**config.mk**
```make
export PLATFORM = sky130hd
export DESIGN_NAME = sdram_a_ref
export DESIGN_NICKNAME = d
export VERILOG_FILES = /design/src/rtl/sdram_pkg.sv /design/src/rtl/sdram_aref_timer.sv /design/src/rtl/sdram_a_ref.sv
export SDC_FILE = /design/constraint.sdc
export NUM_CORES = 1
export LEC_CHECK = 0
export BUFFER_PORTS_ARGS = -buffer_cell sky130_fd_sc_hd__buf_2
export CAP_MARGIN = 10
export CORE_MARGIN = 3
export CORE_UTILIZATION = 35
export CTS_BUF_LIST = sky130_fd_sc_hd__clkbuf_8
export CTS_CLUSTER_DIAMETER = 60
export DETAILED_ROUTE_END_ITERATION = 10
export PLACE_DENSITY = 0.64
export SLEW_MARGIN = 20
export SYNTH_ARGS = -nofsm -noshare
export SYNTH_HDL_FRONTEND = slang
export SYNTH_SLANG_ARGS = --single-unit
```
**constraint.sdc**
```tcl
create_clock -name clk -period 2.65 [get_ports clk]
set_input_delay 0.265 -clock clk [delete_from_list [all_inputs] [get_ports clk]]
set_output_delay 0.265 -clock clk [all_outputs]
set_load 0.01 [all_outputs]
```
**src/rtl/sdram_pkg.sv**
```systemverilog
// Shared SDRAM definitions: command encodings, auto-refresh FSM states and default timing.
// Used by sdram_init, sdram_a_ref and the command arbiter.
package sdram_pkg;

    // {cs_n, ras_n, cas_n, we_n}
    localparam logic [3:0] CMD_NOP  = 4'b0111;
    localparam logic [3:0] CMD_PRE  = 4'b0010;
    localparam logic [3:0] CMD_AREF = 4'b0001;

    localparam int DEF_CNT_REF  = 750;
    localparam int DEF_TRP_CLK  = 2;
    localparam int DEF_TRFC_CLK = 7;

    typedef logic [2:0] aref_state_t;

    localparam aref_state_t ST_IDLE  = 3'd0;
    localparam aref_state_t ST_PRE   = 3'd1;
    localparam aref_state_t ST_TRP   = 3'd2;
    localparam aref_state_t ST_REF   = 3'd3;
    localparam aref_state_t ST_TRFC  = 3'd4;
    localparam aref_state_t ST_REF2  = 3'd5;
    localparam aref_state_t ST_TRFC2 = 3'd6;
    localparam aref_state_t ST_END   = 3'd7;

    function automatic logic [3:0] aref_cmd_of(input aref_state_t st);
        logic [3:0] cmd;
        cmd = CMD_NOP;
        if (st == ST_PRE)
            cmd = CMD_PRE;
        else if (st == ST_REF || st == ST_REF2)
            cmd = CMD_AREF;
        return cmd;
    endfunction

endpackage

```
**src/rtl/sdram_aref_timer.sv**
```systemverilog
// Refresh interval counter and aref_req set/clear logic.
// With SDRAM_AREF_DOUBLE_EN the interval doubles (11-bit counter) since each sequence refreshes twice.
module sdram_aref_timer
    import sdram_pkg::*;
#(
    parameter int CNT_REF = DEF_CNT_REF
) (
    input  logic clk,
    input  logic rstn,
    input  logic init_end,
    input  logic grant,
    output logic aref_req
);

`ifdef SDRAM_AREF_DOUBLE_EN
    localparam int CNT_W = 11;
    localparam int LIMIT = 2 * CNT_REF - 1;
`else
    localparam int CNT_W = 10;
    localparam int LIMIT = CNT_REF - 1;
`endif
    localparam logic [CNT_W-1:0] CNT_MAX = CNT_W'(LIMIT);

    logic [CNT_W-1:0] cnt;

    // Counter saturates at CNT_MAX until granted, so a late grant delays the next request.
    always_ff @(posedge clk or negedge rstn) begin
        if (!rstn) begin
            cnt      <= '0;
            aref_req <= 1'b0;
        end else if (!init_end) begin
            cnt <= '0;
        end else if (grant) begin
            cnt      <= '0;
            aref_req <= 1'b0;
        end else if (cnt == CNT_MAX) begin
            aref_req <= 1'b1;
        end else begin
            cnt <= cnt + 1'b1;
        end
    end

endmodule

```
**src/rtl/sdram_a_ref.sv**
```systemverilog
// Auto-refresh controller: PRECHARGE ALL then AUTO REFRESH with tRP/tRFC spacing on arbiter grant.
// Define SDRAM_AREF_DOUBLE_EN to issue two AUTO REFRESH commands per sequence.
module sdram_a_ref
    import sdram_pkg::*;
#(
    parameter int CNT_REF  = DEF_CNT_REF,
    parameter int TRP_CLK  = DEF_TRP_CLK,
    parameter int TRFC_CLK = DEF_TRFC_CLK
) (
    input  logic        clk,
    input  logic        rstn,
    input  logic        init_end,
    input  logic        aref_en,
    output logic        aref_req,
    output logic [3:0]  aref_cmd,
    output logic [1:0]  aref_bank,
    output logic [12:0] aref_addr,
    output logic        aref_end
);

    localparam logic [3:0] TRP_LAST  = 4'(TRP_CLK - 1);
    localparam logic [3:0] TRFC_LAST = 4'(TRFC_CLK - 1);

    aref_state_t state;
    aref_state_t state_nxt;
    logic [3:0]  cnt_clk;
    logic        grant;

    assign grant = aref_en & aref_req & init_end & (state == ST_IDLE);

    sdram_aref_timer #(
        .CNT_REF (CNT_REF)
    ) u_timer (
        .clk      (clk),
        .rstn     (rstn),
        .init_end (init_end),
        .grant    (grant),
        .aref_req (aref_req)
    );

    always_comb begin
        state_nxt = state;
        case (state)
            ST_IDLE:  if (grant) state_nxt = ST_PRE;
            ST_PRE:   state_nxt = ST_TRP;
            ST_TRP:   if (cnt_clk == TRP_LAST) state_nxt = ST_REF;
            ST_REF:   state_nxt = ST_TRFC;
`ifdef SDRAM_AREF_DOUBLE_EN
            ST_TRFC:  if (cnt_clk == TRFC_LAST) state_nxt = ST_REF2;
            ST_REF2:  state_nxt = ST_TRFC2;
            ST_TRFC2: if (cnt_clk == TRFC_LAST) state_nxt = ST_END;
`else
            ST_TRFC:  if (cnt_clk == TRFC_LAST) state_nxt = ST_END;
`endif
            ST_END:   state_nxt = ST_IDLE;
            default:  state_nxt = ST_IDLE;
        endcase
    end

    // Outputs are decoded from the next state so they line up with the state they belong to.
    always_ff @(posedge clk or negedge rstn) begin
        if (!rstn) begin
            state     <= ST_IDLE;
            cnt_clk   <= '0;
            aref_cmd  <= CMD_NOP;
            aref_bank <= 2'b11;
            aref_addr <= 13'h1FFF;
            aref_end  <= 1'b0;
        end else begin
            state     <= state_nxt;
            cnt_clk   <= (state_nxt != state) ? 4'd0 : cnt_clk + 4'd1;
            aref_cmd  <= aref_cmd_of(state_nxt);
            aref_bank <= 2'b11;
            aref_addr <= 13'h1FFF;
            aref_end  <= (state_nxt == ST_END);
        end
    end

endmodule
```
======== Word level (Yosys, flattened, before mapping) ========
Cells that the tools add are included.
W data, S select, Z words.
cells by class
  add/sub/neg operators ................... 2
  multiply operators ...................... 0
  divide/modulo/power cells ............... 0
  magnitude comparators ................... 0
  eq/ne operators ......................... 13
  shift-type cells ........................ 0
  mux-type cells .......................... 12
  bitwise gates (word level) .............. 3
  reductions and logical operators ........ 4
operators with widths
  kind                     number
  $mux W10                 3
  $mux W3                  5
  $pmux W3 S5              1
  $add A10 B1 Y10 const B  1
  $eq A10 B10 Y1 const B   1
  $eq A3 B2 Y1 const B     3
  $eq A3 B3 Y1 const B     3
  $eq A3 B1 Y1 const B     2
  $add A4 B1 Y4 const B    1
  $eq A4 B1 Y1 const B     1
  $eq A4 B3 Y1 const B     1
  $mux W4                  1
  $and A1 B1 Y1            3
  $logic_not A3 Y1         1
  $ne A3 B3 Y1             1
  $ne A3 B3 Y1 const B     1
  $mux W1                  2
  $reduce_and A2 Y1        1
  $reduce_bool A2 Y1       1
  $logic_or A1 B1 Y1       1
storage, ports and cells
  register bits ........................... 23
  latch bits .............................. 0
  bits in writable memories ............... 0
  memory bits (read-only) ................. 0
  input port bits ......................... 4
  output and inout bits ................... 21
  word-level logic and storage cells ...... 40
  memories ................................ 0

======== Logic depth before layout (Yosys ltp) ========
Gate-level depths: netlist of the first run.
  depth in word-level cells ............... 9
  mapped depth ............................ 6
  gate-level depth less buffers ........... 5

======== Cells and area by module ========
Synthesis of the first run repeated with hierarchy kept, for this count alone.
unflattened totals
  cell total of the unflattened synthesis .. 124
  area, all modules ....................... 1263.7 um2
modules (own cells, without submodules)
  module            times used  cells an instance  area each (um2)  seq. area each (um2)
  sdram_a_ref       1           61                 661.9            279.0
  sdram_aref_timer  1           63                 601.8            275.3

======== Worst setup path after synthesis of the first run ========
Ideal clock, no wire load.
  path kind ............................... reg2reg
  start point ............................. register state[0]
  end point ............................... register u_timer.cnt[0]
  library setup time ...................... 0.119 ns
  data arrival time ....................... 1.279 ns
  required time ........................... 2.531 ns
  path slack .............................. 1.252 ns
  stages on the path, launching flop included .. 5
  buffers on the path ..................... 1
  period minus slack after synthesis ...... 1.398 ns
  cells stage by stage .................... dfrtp_1 or2_1 o31ai_2 buf_4 o21ba_2
between the ends
  word-level cells in the longest chain between the ends .. 4
  elaborated cells on any way between the ends .. 5
  classes of those cells .................. 1 x eq/ne; 2 x mux; 1 x bitwise; 1 x reduce/logical
RTL lines
  item                    line                    RTL
  from (decl)             sdram_a_ref.sv:24       aref_state_t state;
  from (signal assigned)  sdram_a_ref.sv:70       state <= state_nxt;
  $logic_not A3 Y1 *      sdram_a_ref.sv:29       assign grant = aref_en & aref_req & init_end & (state == ST_IDLE);
  $and A1 B1 Y1 *         sdram_a_ref.sv:29
  $mux W10                sdram_aref_timer.sv:33  end else if (grant) begin
  $mux W10                sdram_aref_timer.sv:31  end else if (!init_end) begin
  to (signal assigned)    sdram_aref_timer.sv:39  cnt <= cnt + 1'b1;
  to (decl)               sdram_aref_timer.sv:24  logic [CNT_W-1:0] cnt;
Mark *: on every way between the ends. The rest lies on a longest branch, timed or not.
A chain may end at the register's enable or synchronous reset.

======== Worst setup path after layout of the first run ========
  start point ............................. register u_timer.cnt[0]
  end point ............................... register u_timer.cnt[6]
between the ends
  word-level cells in the longest chain between the ends .. 4
  elaborated cells on any way between the ends .. 6
  classes of those cells .................. 1 x add/sub; 2 x eq/ne; 3 x mux
RTL lines
  item             line                    RTL
  $add A10 B1 Y10  sdram_aref_timer.sv:39
  $mux W10         sdram_aref_timer.sv:36  end else if (cnt == CNT_MAX) begin
  $mux W10         sdram_aref_timer.sv:33
  $mux W10         sdram_aref_timer.sv:31
Parallel ways exist; a longest one is shown, timed or not. The select of a mux whose other input is x is not followed.

==> results of run 1 <==
[registers in the layout, indices dropped and copies added (netlist names)]
name              cells
u_timer.cnt          10
cnt_clk               4
aref_cmd              3
state                 3
aref_end              1
u_timer.aref_req      1
[metal layers]
metal  global-route usage [%]  vias to the layer above
li1                         -                      443
met1                     13.8                      439
met2                     18.7                       26
met3                     3.88                        5
met4                     5.08                        0
met5                        0                        -
[cells by family (layout without fill, tap and decap cells)]
kind of cell / after synthesis / in the layout
compound gates: 26 / 26
xor+xnor: 3 / 3
fa+ha+maj: 5 / 5
buf+inv: 29 / 24
flops: 22 / 22
other cells: 2 / 16
simple gates: 41 / 41
[worst reg2reg max path, delay by kind of cell, from the launching register on]
family | cells | cell delay, ns
compound gates | 1 | 0.15
flops | 1 | 0.46
fa+ha+maj | 1 | 0.26
simple gates | 1 | 0.47
buf+inv | 1 | 0.08
[cells in the mapped netlist]
cell type	count
a211o_1	1
a211oi_1	3
a211oi_2	1
a21o_1	1
a21oi_1	4
a21oi_2	1
a31oi_1	1
a41o_1	1
a41oi_1	2
and2_1	1
and3b_1	1
and4_1	1
buf_2	2
buf_4	17
conb_1	2
dfrtp_1	19
dfstp_2	3
ha_1	5
inv_1	10
nand2_1	6
nand3_1	8
nand4_1	2
nand4_4	1
nor2_1	4
nor2b_1	2
nor3_1	1
nor4_1	5
nor4b_1	1
nor4b_4	1
o21ai_0	6
o21ba_2	1
o31a_1	1
o31ai_1	1
o31ai_2	1
o32ai_1	1
or2_1	1
or3_1	2
or3_2	2
or3b_1	1
or4_4	1
xnor2_1	2
xor2_1	1
[timing repair]
action	in CTS	in global routing
hold endpoints to repair	19	0
endpoints found under the setup margin	0	0
hold buffers	1	0
[layout make-up]
| class | instances | area share [%] |
|---|---|---|
| clock inverter | 1 | 0.275 |
| tap | 46 | 4.22 |
| inverter | 10 | 2.75 |
| sequential | 22 | 40.7 |
| clock buffer | 3 | 3.03 |
| timing repair buffer | 10 | 4.22 |
| multi-input combinational | 91 | 44.8 |
[power groups by stage]
stage | registers, mW | logic (mW) | clock network (mW)
2_1_floorplan | 0.506 | 0.255 | 0
3_3_place_gp | 0.515 | 0.299 | 0
3_5_place_dp | 0.518 | 0.308 | 0
4_1_cts | 0.514 | 0.309 | 0.223
5_1_grt | 0.532 | 0.351 | 0.231
6_report | 0.515 | 0.304 | 0.208
[worst max-delay path by stage]
| stage | end | slack (ns) | cells after the start |
|---|---|---|---|
| floorplan | u_timer.cnt[0] | 1.25 | 4 |
| global placement | u_timer.aref_req | 1.21 | 3 |
| detailed placement | u_timer.cnt[6] | 1.17 | 4 |
| CTS | u_timer.aref_req | 1.15 | 3 |
| global route | u_timer.cnt[6] | 1.04 | 4 |
| finish | u_timer.cnt[6] | 1.16 | 4 |
[through the flow]
| step | hold slack, ns | area [um2] |
|---|---|---|
| 6_report | 0.383 | 1360 |
| 5_1_grt | 0.390 | 1360 |
| 4_1_cts | 0.376 | 1360 |
| 3_5_place_dp | 0.261 | 1310 |
| 3_3_place_gp | 0.259 | 1310 |
| 2_1_floorplan | -0.0306 | 1340 |
==> flow_summary.toml, run 1 <==
[layout]
drive_gt1_share_pct = 17.5
regArea_um2 = 554
layout_common_cells = "dfrtp_1, conb_1, inv_1, nand3_1, buf_2"
multi_input_area_um2 = 611
layoutNonFillerInstCount = 183
fill_cells = 338
num_antenna_cells = 0
layout_commonest_cell = "dfrtp_1"
fin_nets = 147
final_util_pct = 39.6
area_delta_synth_final_pct = 5.83

[floorplan]
std_cell_rows = 21
die_w_um = 66.7
start_util_pct = 37.4
die_area_mm2 = 0.00444
io_pins = 25
die_h_um = 66.7
core_area_mm2 = 0.00344

[placed_design]
portBuffers = 8
dp_slack_ns = 1.17
dp.cells = 178
hpwl_mm = 1.70
place_congestion = 0.864

[clock_tree]
cts_buffer_depth = 2
numCtsBuffers = 3
post-cts-setup-buffer-count = 0
clockRootBuffer = "clkbuf_8"
clock_latency_ns = 0.27
cts_tree = "done"
cts.sinks = 22
post_cts_resized = 0
htree_levels = 1
clk_pin_slew_worst_paths_ns = 0.08

[yosys]
synthMuxAreaShare_pct = 0
synthesis.area_mm2 = 0.00129
syn_area_per_cell_um2 = 10.1
synthXorXnorAreaFrac_pct = 2.04
synth_top_cells_by_area = "dfrtp_1, buf_4, dfstp_2"
synthAdderAreaFrac_pct = 4.86
yosysSeqAreaShare_pct = 43.1
ys_warn_count = 0
yosysTopAreaCellShare_pct = 36.9
synth_simple_gate_area_share_pct = 21.0
ys_ff_latch = 22
synth_largest_area_cell = "dfrtp_1"
synth_top_family_by_area = "simple AND/OR/NAND/NOR gates"
synth_compound_area_share_pct = 14.9
ys_types = 42
syn_inst = 128

[worst_setup_path]
crit_arrival_ns = 1.69
rrSetupSlack_ns = 1.16
r2r_cells = 4
crit_buf_inv = 1
worstPathCellList = "ha_1 -> inv_1 -> or3_2 -> a21oi_1"
rr_endpoint = "u_timer.cnt[6]"
max_stage_delay_ns = 0.47
start_kind = "flip-flop"
crit_path_start = "u_timer.cnt[0]"
crit_path_end_kind = "flip-flop"
critical_path_class = "flip-flop to flip-flop"
cp_top_family = "simple AND/OR/NAND/NOR gates"
r2r-start = "u_timer.cnt[0]"
crit_fanout = 7
crit_slowest_cell = "or3_2"
required_ns = 2.85

[global_route]
grt_pass1_vias = 947
grt_pass1_wl_mm = 3.98
antenna_found_initial = 0
grt_start_max_net_pins = 23
overflow = 0
track_usage_pct = 11.6

[timing]
max_freq_mhz = 669
rsz0062_at_grt = "no"
finalSetupViolCount = 0
fin_skew_ns = 0.00927
fin_crit_sh_pct = 56.4
fin_setup_tns_ns = 0
slew_violations = 0
hold_violations = 0
min_period_ns = 1.49
layout_setup_ws_ns = 1.16

[drt]
met3_length_um = 138
met1_length_mm = 1.01
routed-wl-met2_mm = 1.07
drt_iter0_drc = 71
drcViolationCount = 0
top_layer_used = "met4"
avgViaCountPerCell = 4.99
dr.pass1.iters = 5
vias = 913
routedWlPerCell_um = 12.3
ant_nets = 0
wirelength_mm = 2.25

[power]
combinationalPowerShare_pct = 29.6
pwr-share-clk_pct = 20.3
p_switching_mw = 0.366
sw_frac_of_total_pct = 35.6
seqPwrFrac_pct = 50.1
ir_drop_mv = 0.489
p_leak_nw = 0.604
p_int_mw = 0.662
total_power_mw = 1.03
pwr_density_cell_mw_per_mm2 = 754

[run]
cap_violations = 0

[min_path]
hold_end = "aref_cmd[0]"
hp-start = "init_end"
hp-class = "input port to flip-flop"
hold_depth = 3

[run_status]
status = "finished, final reports clean"
Note: power is estimated with default switching activity, not from simulation.
==> inputs of run 2 (changes only) <==
- clock period: 2.65 -> 1.4 ns (I/O delays scaled with it)
==> run 2 against run 1 <==
Cell area up 19%; sequential share of layout area down 6.2 points; fmax up 7.5%; first-iteration DRC count down 25%; global-route usage up 1.4 points; die area unchanged; clock-buffer cell count unchanged; core utilization up 7.5 points; combinational power rose to 2.8 times the previous value; non-clock buffer count up 22; via count up 12%.
==> flow_summary.toml, run 2 (same netlist as run 1, synthesis figures left out) <==
[run_status]
status = "finished, final reports clean"

[power]
combinationalPowerShare_pct = 35.6
pwr-share-clk_pct = 24.8
sw_frac_of_total_pct = 33.1
ir_drop_mv = 0.931
p_int_mw = 1.59
p_switching_mw = 0.786
p_leak_nw = 0.741
pwr_density_cell_mw_per_mm2 = 1470
total_power_mw = 2.37
seqPwrFrac_pct = 39.6

[layout]
area_delta_synth_final_pct = 25.8
top_regs = "u_timer.cnt (10), cnt_clk (4)"
final_util_pct = 47.0
top_register = "u_timer.cnt"
num_antenna_cells = 0
layoutNonFillerInstCount = 205
layout_commonest_cell = "buf_4"
final_area_mm2 = 0.00162
largest_reg_flops = 10
layout_common_cells = "buf_4, conb_1, dfrtp_1, inv_1, buf_2"
drive_gt1_share_pct = 39.0
fin_nets = 169

[floorplan]
die_area_mm2 = 0.00444
io_pins = 25
start_util_pct = 37.4
die_w_um = 66.7
core_area_mm2 = 0.00344
std_cell_rows = 21
die_h_um = 66.7

[worst_setup_path]
r2r-start = "u_timer.cnt[1]"
max_stage_delay_ns = 0.41
crit_arrival_ns = 1.54
crit_fanout = 3
start_kind = "flip-flop"
crit_slowest_cell = "dfrtp_1"
rrSetupSlack_ns = 0.01
critical_path_class = "flip-flop to flip-flop"
worstPathCellList = "inv_2 -> ha_2 -> nand4_1 -> buf_4 -> nor3_4 -> a211oi_2"
crit_path_start = "u_timer.cnt[1]"
required_ns = 1.55
crit_path_end_kind = "flip-flop"

[timing]
fin_skew_ns = 0.00264
finalSetupViolCount = 0
rsz0062_at_grt = "yes"
tightest_slew_ns = 0.507
fin_crit_sh_pct = 99.3
slew_violations = 0
min_period_ns = 1.39
layout_setup_ws_ns = 0.0102
max_freq_mhz = 720
slew_headroom_pct = 66.2
hold_violations = 0
fin_setup_tns_ns = 0
holdWs_ns = 0.262

[clock_tree]
cts_buffer_depth = 2
clockRootBuffer = "clkbuf_8"
clock_latency_ns = 0.26
clk_pin_slew_worst_paths_ns = 0.08
cts.sinks = 22
numCtsBuffers = 3
cts_tree = "done"
htree_levels = 1

[drt]
dr.pass1.iters = 4
vias = 1021
drt_iter0_drc = 53
drcViolationCount = 0
ant_nets = 0
routedWlPerCell_um = 13.7
wirelength_mm = 2.82
avgViaCountPerCell = 4.98

[run]
cap_violations = 0

[global_route]
overflow = 0
antenna_found_initial = 0
grt_pass1_wl_mm = 4.42
track_usage_pct = 13.0
grt_start_max_net_pins = 23
grt_pass1_vias = 999

[min_path]
hp-start = "init_end"
hp-class = "input port to flip-flop"

[placed_design]
dp.cells = 190
placed_area_mm2 = 0.00140
place_congestion = 0.808
portBuffers = 8
hpwl_mm = 1.86
dp_slack_ns = -0.0356
run 2: area by class of cell:
cell class / instances / area, um2
fillers: 317 / 1820
repair buffers: 32 / 224
flip-flops and latches: 22 / 558
clock buffers: 3 / 41.3
clock inverters: 1 / 30.0
well taps: 46 / 57.6
inverters: 10 / 37.5
multi-input cells: 91 / 671
run 2: worst max-delay path: cells and delay by family, from the launching register on:
family | cells | cell delay [ns]
flip-flops | 1 | 0.41
AND/OR/NAND/NOR | 2 | 0.33
buffers and inverters | 2 | 0.27
adder cells (fa/ha/maj) | 1 | 0.16
AO/OA/AOI/OAI | 1 | 0.09
run 2: power by group through the flow:
stage          Combinational [mW]  Sequential [mW]  Clock [mW]
6_report                    0.844            0.940       0.589
5_1_grt                     0.959            0.969       0.629
4_1_cts                     0.738            0.929       0.612
3_5_place_dp                0.712            0.944           0
3_3_place_gp                0.682            0.937           0
2_1_floorplan               0.483            0.957           0
run 2: path summary, 6_finish.rpt:
kind,to,cells past startpoint
worst max-delay path,u_timer.cnt[1],6
worst min-delay path,u_timer.cnt[6],4
worst max register to register,u_timer.cnt[1],6
worst min register to register,cnt_clk[0],1
max in group asynchronous,state[2],2
min in group asynchronous,u_timer.cnt[6],2
run 2: per-layer routing:
metal	vias to the layer above	part of all wire (%)	track usage [%]
met5	-	0	0
met4	0	0.89	4.31
met3	4	4.4	3.04
met2	20	53	23.3
met1	506	42	15.0
li1	491	-	-
run 2: repair_timing:
item                                   CTS  global route
setup endpoints to repair                4            16
resized for setup                        4            14
endpoints found under the hold margin   19             0
gates cloned                             0             1
buffers inserted                         5             4
hold buffers                             1             0
pin swaps                                5             9
==> inputs of run 3 (changes only) <==
- ABC_AREA: not set -> 1
- MAX_ROUTING_LAYER: not set -> met4
==> run 3 against run 2 <==
Cell area decreased by 9.9%; combinational power is 22% lower; worst setup slack improved by 0.094 ns; core utilization is 5.0 points lower; clock power shrank 20%; global-route usage is 1.3 points lower; flip-flop and latch count did not move; critical path depth increased by 2; sequential share of layout area up 3.5 points; worst hold slack worse by 0.082 ns.
==> flow_summary.toml, run 3 <==
[run_status]
status = "finished, final reports clean"

[timing]
holdWs_ns = 0.180
fin_skew_ns = 0.00491
slew_violations = 0
min_period_ns = 1.30
fin_setup_tns_ns = 0
rsz0062_at_grt = "no"
fin_crit_sh_pct = 92.5
hold_violations = 0
finalSetupViolCount = 0
max_freq_mhz = 772

[min_path]
hold_end = "u_timer.cnt[4]"
hp-start = "init_end"
hold_depth = 3
hp-class = "input port to flip-flop"

[power]
sw_frac_of_total_pct = 36.2
pwr_density_cell_mw_per_mm2 = 1430
p_switching_mw = 0.752
ir_drop_mv = 0.491
combinationalPowerShare_pct = 31.8
total_power_mw = 2.08
p_int_mw = 1.33
seqPwrFrac_pct = 45.6
pwr-share-clk_pct = 22.6
p_leak_nw = 0.766

[worst_setup_path]
rr_endpoint = "u_timer.cnt[0]"
worstPathCellList = "inv_1 -> ha_1 -> nand2_1 -> nor2_4 -> nand3_4 -> inv_2 -> nand3_1 -> nand2_1"
crit_slowest_cell = "dfrtp_1"
cp_common_cell = "nand2_1"
start_kind = "flip-flop"
critical_path_class = "flip-flop to flip-flop"
cp_top_family = "simple AND/OR/NAND/NOR gates"
required_ns = 1.61
crit_path_start = "u_timer.cnt[1]"
r2r_cells = 8
crit_path_end_kind = "flip-flop"
r2r-start = "u_timer.cnt[1]"
max_stage_delay_ns = 0.44
crit_buf_inv = 2
crit_arrival_ns = 1.50
crit_fanout = 5
rrSetupSlack_ns = 0.10

[yosys]
synth_flop_cell = "dfrtp_1"
async_reset_ff_share_pct = 100
syn_area_per_cell_um2 = 8.11
synth_top_cells_by_area = "dfrtp_1, buf_4, nand2_1"
yosys-top-cells-count = "nand2_1, inv_1, nor2_1"
synth_largest_area_cell = "dfrtp_1"
ys_ff_latch = 22
ys_warn_count = 0
synth_most_common_cell = "nand2_1"
synth_edf_count = 0
synthesis.area_mm2 = 0.00131
ys_types = 23
syn_inst = 162
yosysSeqAreaShare_pct = 42.2
yosysTopAreaCellShare_pct = 36.2

[global_route]
overflow = 0
antenna_found_initial = 0
grt_pass1_vias = 899
track_usage_pct = 11.7
grt_pass1_wl_mm = 3.92
grt_start_max_net_pins = 23

[clock_tree]
clk_pin_slew_worst_paths_ns = 0.08
clock_latency_ns = 0.27
htree_levels = 1
numCtsBuffers = 3
cts.sinks = 22
cts_tree = "done"
cts_buffer_depth = 2
clockRootBuffer = "clkbuf_8"

[floorplan]
die_w_um = 67.3
io_pins = 25
die_area_mm2 = 0.00452
core_area_mm2 = 0.00347
start_util_pct = 37.9
die_h_um = 67.3
std_cell_rows = 21

[layout]
top_regs = "u_timer.cnt (10), cnt_clk (4)"
final_area_mm2 = 0.00146
regArea_um2 = 554
area_delta_synth_final_pct = 11.0
fill_cells = 356
drive_gt1_share_pct = 19.8
multi_input_area_um2 = 622
top_register = "u_timer.cnt"
layout_common_cells = "nand2_1, inv_1, nor2_1, dfrtp_1"
num_antenna_cells = 0
layoutNonFillerInstCount = 223
largest_reg_flops = 10
layout_commonest_cell = "nand2_1"
fin_nets = 187

[drt]
dr.pass1.iters = 4
wirelength_mm = 2.31
ant_nets = 0
drt_iter0_drc = 65
avgViaCountPerCell = 4.42
drcViolationCount = 0
routedWlPerCell_um = 10.3
vias = 985

[placed_design]
dp.cells = 214
placed_area_mm2 = 0.00134
hpwl_mm = 1.64
portBuffers = 8
place_congestion = 0.852

[run]
cap_violations = 0
## run 3: changes by cell type in the layout (fill, tap and decap cells not counted), sizes merged, moves of 5 or more
cell / change
inv: +14
nand3: +12
nand2: +26
buf: -19
nor2: +22
nor4: -5
## run 3: power by group through the flow
| stage | Clock [mW] | Combinational (mW) | Sequential [mW] |
|---|---|---|---|
| 3_5_place_dp | 0 | 0.605 | 0.959 |
| 2_1_floorplan | 0 | 0.488 | 0.951 |
| 3_3_place_gp | 0 | 0.594 | 0.957 |
| 6_report | 0.470 | 0.661 | 0.950 |
| 4_1_cts | 0.473 | 0.610 | 0.950 |
| 5_1_grt | 0.502 | 0.760 | 0.969 |
## run 3: layout make-up
class / instances / share of cell area (%)
Sequential cell: 22 / 38.0
Inverter: 24 / 6.17
Tap cell: 46 / 3.95
Clock buffer: 4 / 3.77
Timing Repair Buffer: 13 / 5.49
Multi-Input combinational cell: 114 / 42.6
## run 3: cell families after synthesis
group	share of synthesized area [%]
xor gates and xnor gates	3.33
DFF	42.2
AOI/OAI and AO/OA	2.76
buffers and inverters	16.0
adders and majority gates	4.76
other	0.572
and+or+nand+nor	30.4
## run 3: stage by stage
step	setup slack, ns	util (%)
3_5_place_dp	0.0958	38.7
3_3_place_gp	0.105	38.7
2_1_floorplan	0.241	-
4_1_cts	0.0168	40.6
5_1_grt	0.00258	42.1
6_report	0.104	42.1
## run 3: worst max path at each step
| stage | end | slack (ns) | cells after the start |
|---|---|---|---|
| CTS | u_timer.cnt[0] | 0.02 | 8 |
| global route | u_timer.cnt[8] | 0.003 | 7 |
| detailed placement | u_timer.cnt[0] | 0.1 | 8 |
| floorplan | u_timer.cnt[0] | 0.24 | 7 |
| finish | u_timer.cnt[0] | 0.10 | 8 |
| global placement | u_timer.cnt[0] | 0.10 | 8 |
## run 3: worst reg2reg max path: stages, from the launching register on
cell,delay (ns)
dfrtp_1,0.44
inv_1,0.08
ha_1,0.17
nand2_1,0.10
nor2_4,0.13
nand3_4,0.11
inv_2,0.08
nand3_1,0.06
nand2_1,0.07
## run 3: timing repair
action,CTS,global route
endpoints found under the hold margin,19,0
resized for setup,0,5
endpoints found under the setup margin,0,8
hold buffers,1,0
setup buffers,0,4
## run 3: metal layers
| metal | routed length (um) | track usage [%] |
|---|---|---|
| met1 | 1150 | 15.9 |
| met2 | 1020 | 17.3 |
| met3 | 85 | 0.499 |
| met4 | 56 | 6.58 |
| met5 | 0 | - |
